[src/rtl/el2_ifu_iccm_repair_cam.sv]
// ICCM repair CAM: up to NUM_RED corrected words replace RAM read data on matching addresses.
// True-LRU replacement via a per-entry age permutation (0 = most recently used).
module el2_ifu_iccm_repair_cam #(
  parameter int unsigned NUM_RED = 4,
  parameter int unsigned ADDR_W  = 14,
  parameter int unsigned DATA_W  = 39,
  localparam int unsigned IdxW   = $clog2(NUM_RED),
  localparam int unsigned OccW   = IdxW + 1
) (
  input  logic                clk,
  input  logic                rst_l,
  input  logic                rd_en,
  input  logic [ADDR_W-1:0]   rd_addr_lo,
  input  logic [ADDR_W-1:0]   rd_addr_hi,
  input  logic [DATA_W-1:0]   ram_dout_lo,
  input  logic [DATA_W-1:0]   ram_dout_hi,
  output logic [DATA_W-1:0]   rd_data_lo,
  output logic [DATA_W-1:0]   rd_data_hi,
  input  logic                wr_en,
  input  logic [ADDR_W-1:0]   wr_addr,
  input  logic                wr_dw,
  input  logic [2*DATA_W-1:0] wr_data,
  input  logic                corr_en,
  input  logic [ADDR_W-1:0]   corr_addr,
  input  logic [DATA_W-1:0]   corr_data,
  input  logic                lock,
  input  logic                flush,
  output logic [OccW-1:0]     occupancy,
  output logic                full,
  output logic                evict_pulse,
  output logic                drop_pulse
);

  logic [NUM_RED-1:0] valid_q, valid_d;
  logic [ADDR_W-1:0]  addr_q [NUM_RED];
  logic [ADDR_W-1:0]  addr_d [NUM_RED];
  logic [DATA_W-1:0]  data_q [NUM_RED];
  logic [DATA_W-1:0]  data_d [NUM_RED];
  logic [IdxW-1:0]    age_q  [NUM_RED];
  logic [IdxW-1:0]    age_d  [NUM_RED];
  logic [NUM_RED-1:0] hit_lo_q, hit_lo_d, hit_hi_q, hit_hi_d;
  logic               evict_q, evict_d, drop_q, drop_d;

  logic [NUM_RED-1:0] lo_match, hi_match, corr_match, wr_lo_match, wr_hi_match;
  logic [ADDR_W-1:0]  wr_addr_nxt;
  logic [IdxW-1:0]    lo_idx, hi_idx, corr_idx, free_idx, lru_idx, alloc_idx, touch_idx;
  logic               any_free, touch_en;

  assign wr_addr_nxt = wr_addr + ADDR_W'(1);
  assign any_free    = ~&valid_q;

  // Descending scan so the lowest-index free entry wins.
  always_comb begin
    lo_match    = '0;
    hi_match    = '0;
    corr_match  = '0;
    wr_lo_match = '0;
    wr_hi_match = '0;
    lo_idx      = '0;
    hi_idx      = '0;
    corr_idx    = '0;
    free_idx    = '0;
    lru_idx     = '0;
    for (int i = NUM_RED - 1; i >= 0; i--) begin
      lo_match[i]    = valid_q[i] && (addr_q[i] == rd_addr_lo);
      hi_match[i]    = valid_q[i] && (addr_q[i] == rd_addr_hi);
      corr_match[i]  = valid_q[i] && (addr_q[i] == corr_addr);
      wr_lo_match[i] = valid_q[i] && (addr_q[i] == wr_addr);
      wr_hi_match[i] = valid_q[i] && (addr_q[i] == wr_addr_nxt);
      if (lo_match[i])   lo_idx   = IdxW'(i);
      if (hi_match[i])   hi_idx   = IdxW'(i);
      if (corr_match[i]) corr_idx = IdxW'(i);
      if (!valid_q[i])   free_idx = IdxW'(i);
      if (age_q[i] == IdxW'(NUM_RED - 1)) lru_idx = IdxW'(i);
    end
  end

  always_comb begin
    valid_d   = valid_q;
    addr_d    = addr_q;
    data_d    = data_q;
    age_d     = age_q;
    hit_lo_d  = rd_en ? lo_match : '0;
    hit_hi_d  = rd_en ? hi_match : '0;
    evict_d   = 1'b0;
    drop_d    = 1'b0;
    touch_en  = 1'b0;
    touch_idx = '0;
    alloc_idx = any_free ? free_idx : lru_idx;

    if (corr_en) begin
      if (|corr_match) begin
        data_d[corr_idx] = corr_data;
        touch_en         = 1'b1;
        touch_idx        = corr_idx;
      end else if (lock) begin
        drop_d = 1'b1;
      end else begin
        valid_d[alloc_idx] = 1'b1;
        addr_d[alloc_idx]  = corr_addr;
        data_d[alloc_idx]  = corr_data;
        touch_en           = 1'b1;
        touch_idx          = alloc_idx;
        evict_d            = ~any_free;
      end
    end else begin
      if (wr_en) begin
        for (int i = 0; i < NUM_RED; i++) begin
          if (wr_lo_match[i])          data_d[i] = wr_data[DATA_W-1:0];
          if (wr_dw && wr_hi_match[i]) data_d[i] = wr_data[2*DATA_W-1:DATA_W];
        end
      end
      if (rd_en && |lo_match) begin
        touch_en  = 1'b1;
        touch_idx = lo_idx;
      end else if (rd_en && |hi_match) begin
        touch_en  = 1'b1;
        touch_idx = hi_idx;
      end
    end

    // Entries younger than the touched one age by one; the touched one becomes MRU.
    if (touch_en) begin
      for (int i = 0; i < NUM_RED; i++) begin
        if (IdxW'(i) == touch_idx) begin
          age_d[i] = '0;
        end else if (age_q[i] < age_q[touch_idx]) begin
          age_d[i] = age_q[i] + IdxW'(1);
        end
      end
    end

    if (flush) begin
      valid_d = '0;
      data_d  = data_q;
      addr_d  = addr_q;
      evict_d = 1'b0;
      drop_d  = 1'b0;
      for (int i = 0; i < NUM_RED; i++) begin
        age_d[i] = IdxW'(i);
      end
    end
  end

  always_ff @(posedge clk or negedge rst_l) begin
    if (!rst_l) begin
      valid_q  <= '0;
      hit_lo_q <= '0;
      hit_hi_q <= '0;
      evict_q  <= 1'b0;
      drop_q   <= 1'b0;
      for (int i = 0; i < NUM_RED; i++) begin
        addr_q[i] <= '0;
        data_q[i] <= '0;
        age_q[i]  <= IdxW'(i);
      end
    end else begin
      valid_q  <= valid_d;
      addr_q   <= addr_d;
      data_q   <= data_d;
      age_q    <= age_d;
      hit_lo_q <= hit_lo_d;
      hit_hi_q <= hit_hi_d;
      evict_q  <= evict_d;
      drop_q   <= drop_d;
    end
  end

  // Forward current entry contents, so a write in the request cycle is visible.
  always_comb begin
    rd_data_lo = ram_dout_lo;
    rd_data_hi = ram_dout_hi;
    occupancy  = '0;
    for (int i = 0; i < NUM_RED; i++) begin
      if (hit_lo_q[i]) rd_data_lo = data_q[i];
      if (hit_hi_q[i]) rd_data_hi = data_q[i];
      occupancy = occupancy + OccW'(valid_q[i]);
    end
  end

  assign full        = (occupancy == OccW'(NUM_RED));
  assign evict_pulse = evict_q;
  assign drop_pulse  = drop_q;

endmodule

[config.mk]
export PLATFORM = sky130hd
export DESIGN_NAME = el2_ifu_iccm_repair_cam
export DESIGN_NICKNAME = d
export VERILOG_FILES = /design/src/rtl/el2_ifu_iccm_repair_cam.sv
export SDC_FILE = /design/constraint.sdc
export NUM_CORES = 1
export LEC_CHECK = 0
export BUFFER_PORTS_ARGS = -buffer_cell sky130_fd_sc_hd__buf_4
export CAP_MARGIN = 25
export CORE_MARGIN = 3
export CORE_UTILIZATION = 30
export CTS_CLUSTER_SIZE = 14
export DETAILED_ROUTE_END_ITERATION = 10
export PLACE_DENSITY = 0.5
export RECOVER_POWER = 25
export SKIP_CTS_REPAIR_TIMING = 1
export SLEW_MARGIN = 15
export SYNTH_ARGS = -nofsm -noshare
export SYNTH_HDL_FRONTEND = slang
export SYNTH_SLANG_ARGS = --single-unit
export TNS_END_PERCENT = 30
[constraint.sdc]
create_clock -name clk -period 4.38 [get_ports clk]
set_input_delay 0.657 -clock clk [delete_from_list [all_inputs] [get_ports clk]]
set_output_delay 0.657 -clock clk [all_outputs]
set_load 0.01 [all_outputs]
==> out/qor.csv <==
stage,metric,value,unit
power_and_ir_drop,switching part of the total,32.75,%
timing,worst hold-check slack,367.6,ps
synth,number of synthesized flops with an enable pin,0,
power_and_ir_drop,Leak Pwr,10.77,nW
min_path,worst hold path type,in2reg,
grt,initial antenna violation count,2,
worst_setup_path,critical-path maximum fanout,39,
power_and_ir_drop,PD cells,334.2,nW/µm²
grt,gr usage total,24.29,%
timing,Rel. slew slack,-133.1,%
power_and_ir_drop,Comb power frac,25.2,%
clocking,Worst-path clk slew,60,ps
synth,Syn Nets,2493,
floorplan,die height,261.1,µm
synth,Post-Syn Instances,2225,
synth,prevailing post-synth register cell,dfrtp_1,
synth,cell taking the most area after synthesis,dfrtp_1,
clocking,H-tree depth,2,
timing,Final min period,3962,ps
detailed_routing,drt pass-1 iters,5,
timing,Fmax,0.2524,GHz
worst_setup_path,crit path capture type,register,
power_and_ir_drop,Pint,5.386,mW
synth,"Seq/Total Area, Yosys",30.02,%
cells_and_area,Syn-to-layout area delta,22.78,%
synth,synth top area cells,"dfrtp_1 (29%), mux2i_1 (12%), mux2_2 (12%), xnor2_1 (9.0%), o22ai_1 (5.2%)",
timing,Slew @ Worst Pin,3497,ps
power_and_ir_drop,Clk pwr share,36.3,%
worst_setup_path,R2R Path Start,addr_q[7],
worst_setup_path,WP data required,4800,ps
cells_and_area,share of layout cells above drive strength 1,29.37,%
floorplan,Ports,343,
timing,RSZ-0062 raised after global routing,false,
cells_and_area,layout net count,2671,
grt,number of global-route vias before repair,18470,
worst_setup_path,worst r2r path cells,10,
clocking,CTS root buf,clkbuf_16,
synth,"Warnings, synthesis",0,
timing,final worst-path cycle share,90.45,%
synth,number of distinct library cells after synthesis,71,
timing,Clock Skew,26.21,ps
floorplan,Initial Util,30.61,%
floorplan,die area,68170,µm²
clocking,Clock Sinks,234,
detailed_routing,DR iter-0 viols,1395,
detailed_routing,Vias per Instance,5.576,
synth,Commonest cells post-synth,"mux2i_1 (241), dfrtp_1 (230), clkbuf_1 (204)",
detailed_routing,Routed WL,85640,µm
clocking,Num CTS Buffers,34,
clocking,clock buffer depth,3,
grt,first-pass GRT wire length,123900,µm
worst_setup_path,r2r endpoint,data_q[101],
worst_setup_path,CP arrival,4380,ps
min_path,Worst Hold Depth,2,
outcome,outcome,finished with violations,
flow_run,MaxCap Viol Count,1,
detailed_routing,post-route ant nets,0,
cells_and_area,fill cell count,6478,
synth,Yosys reg bits,234,
timing,"Hold Vio Cnt, Final",0,
clocking,TritonCTS clock tree,built,
timing,Pins Over Slew Limit,120,
timing,final setup fails,0,
worst_setup_path,critical path startpoint category,register,
synth,top-count cell post-synth,mux2i_1,
grt,Congestion Overflow GR,0,
power_and_ir_drop,Reg power frac,38.5,%
synth,Post-Synth Simple-Gate Area,11.45,%
power_and_ir_drop,Switch Pwr,2.623,mW
power_and_ir_drop,peak supply drop,193.2,µV
cells_and_area,cell area after layout,23970,µm²
floorplan,die span in x,261.1,µm
synth,Compound-Gate Fraction of Synth Area,13.90,%
synth,mux contribution to synthesized area,24.84,%
outcome,failing checks,"capacitance limit, slew limit",
worst_setup_path,worst reg-to-reg setup slack,420,ps
timing,setup TNS,0,ps
synth,Yosys top cell area share,29.48,%
min_path,Hold Path End,hit_hi_q[3],
clocking,worst skew pair latency,560,ps
floorplan,CORE AREA,63770,µm²
synth,Mean Syn Cell Area,8.774,µm²
place,placed cell area,22790,µm²
detailed_routing,vias after detailed routing,18260,
place,RePlAce Congestion,0.9275,
synth,largest family of logic cells by synthesized area,multiplexers,
detailed_routing,WL per Instance,26.15,µm
floorplan,Std-Cell Rows,92,
synth,Async SR Flop Fraction,100.0,%
synth,adder-cell share of the synthesized area,0.6153,%
min_path,hold path startpoint,rd_en,
place,port bufs,342,
worst_setup_path,WS Path Type,reg2reg,
synth,XOR/XNOR Fraction of Synth Area,13.07,%
detailed_routing,DRC,0,
synth,Mapped Area,19520,µm²
grt,largest net degree at the start of global routing,121,
place,DP HPWL,60120,µm
[sequential cells by signal, summed over array words and instances, names as in the netlist]
register     cells
addr_q          56
data_q         156
hit_hi_q         4
evict_pulse      1
age_q            8
drop_pulse       1
hit_lo_q         4
valid_q          4
[cell usage in the layout (no fill, tap or decap), types with 4 or more instances in the layout]
cell,instances
buf_4,389
mux2i_1,241
dfrtp_1,222
mux2_2,203
xnor2_1,201
nor2_1,184
a21oi_1,167
o22ai_1,161
nand2_1,139
o21ai_0,90
xor2_1,81
nand4_1,49
clkbuf_16,35
nand3_1,31
nor4_1,31
inv_1,17
buf_12,17
mux2_4,10
nor3_1,9
and2_1,8
ha_1,8
dfrtp_2,8
clkbuf_8,7
clkbuf_1,7
a21o_1,6
or2_2,6
and3_1,5
or4_2,4
o31ai_1,4
a211oi_1,4
dfstp_2,4
clkinv_2,4
[worst max path at each step]
stage	slack [ps]	cells after the start	startpoint	end
finish	420	10	addr_q[7]	data_q[101]
global route	150	1	rst_l	hit_hi_q[2]
CTS	480	10	addr_q[7]	data_q[101]
detailed placement	270	11	corr_addr[9]	data_q[108]
global placement	320	12	wr_addr[2]	data_q[62]
floorplan	660	14	wr_addr[3]	data_q[68]
[logic make-up (layout without fill, tap and decap cells)]
logic type,Yosys count,count (layout)
and+or+nand+nor,490,490
AOI/OAI and AO/OA,468,468
muxes,454,454
xor gates and xnor gates,287,287
buffers and inverters,283,486
DFF,234,234
adders and majority gates,9,9
other,0,1
[power by group through the flow]
stage,clock [mW],combinational [mW],sequential [mW]
2_1_floorplan,0,1.44,2.79
3_3_place_gp,0,1.98,3.09
3_5_place_dp,0,2.00,3.11
4_1_cts,2.99,2.01,3.08
5_1_grt,3.07,2.18,3.13
6_report,2.91,2.02,3.08
[area by class of cell]
cell class / count / area (µm²) / share of cell area (%)
timing repair buffer: 408 / 3277 / 13.67
clock inverter: 12 / 167.7 / 0.6995
inverter: 17 / 63.81 / 0.2662
clock buffer: 49 / 998.5 / 4.166
multi-input combinational: 1708 / 12530 / 52.28
tap: 846 / 1059 / 4.416
antenna: 1 / 2.502 / 0.01044
sequential: 234 / 5871 / 24.49
[worst max-delay path, cell delays in order, from the launching register on]
cell and delay [ps]:
dfrtp_1 600, xnor2_1 390, nand3_1 120, nor4_1 570, nor2_1 260, nand3_1 240
o221ai_1 400, a21o_1 320, a31oi_4 170, buf_12 300, mux2_2 380
[layer usage]
metal / global-route usage, % / share of wire [%]
met3: 3.510 / 7.0
met4: 9.670 / 4.1
met5: 0 / 0
met2: 39.92 / 46
met1: 32.17 / 43
[per-stage QoR]
step	setup WS, ps	total power [mW]	instances	utilization (%)
detailed placement	271.1	5.115	3212	35.74
CTS	483.4	8.079	3273	37.56
global route	149.1	8.375	3274	37.58
global placement	320.1	5.072	3212	35.74
finish	418.4	8.009	3275	37.58
floorplan	664.3	4.238	2225	-
Power figures use the tool's default switching activity.
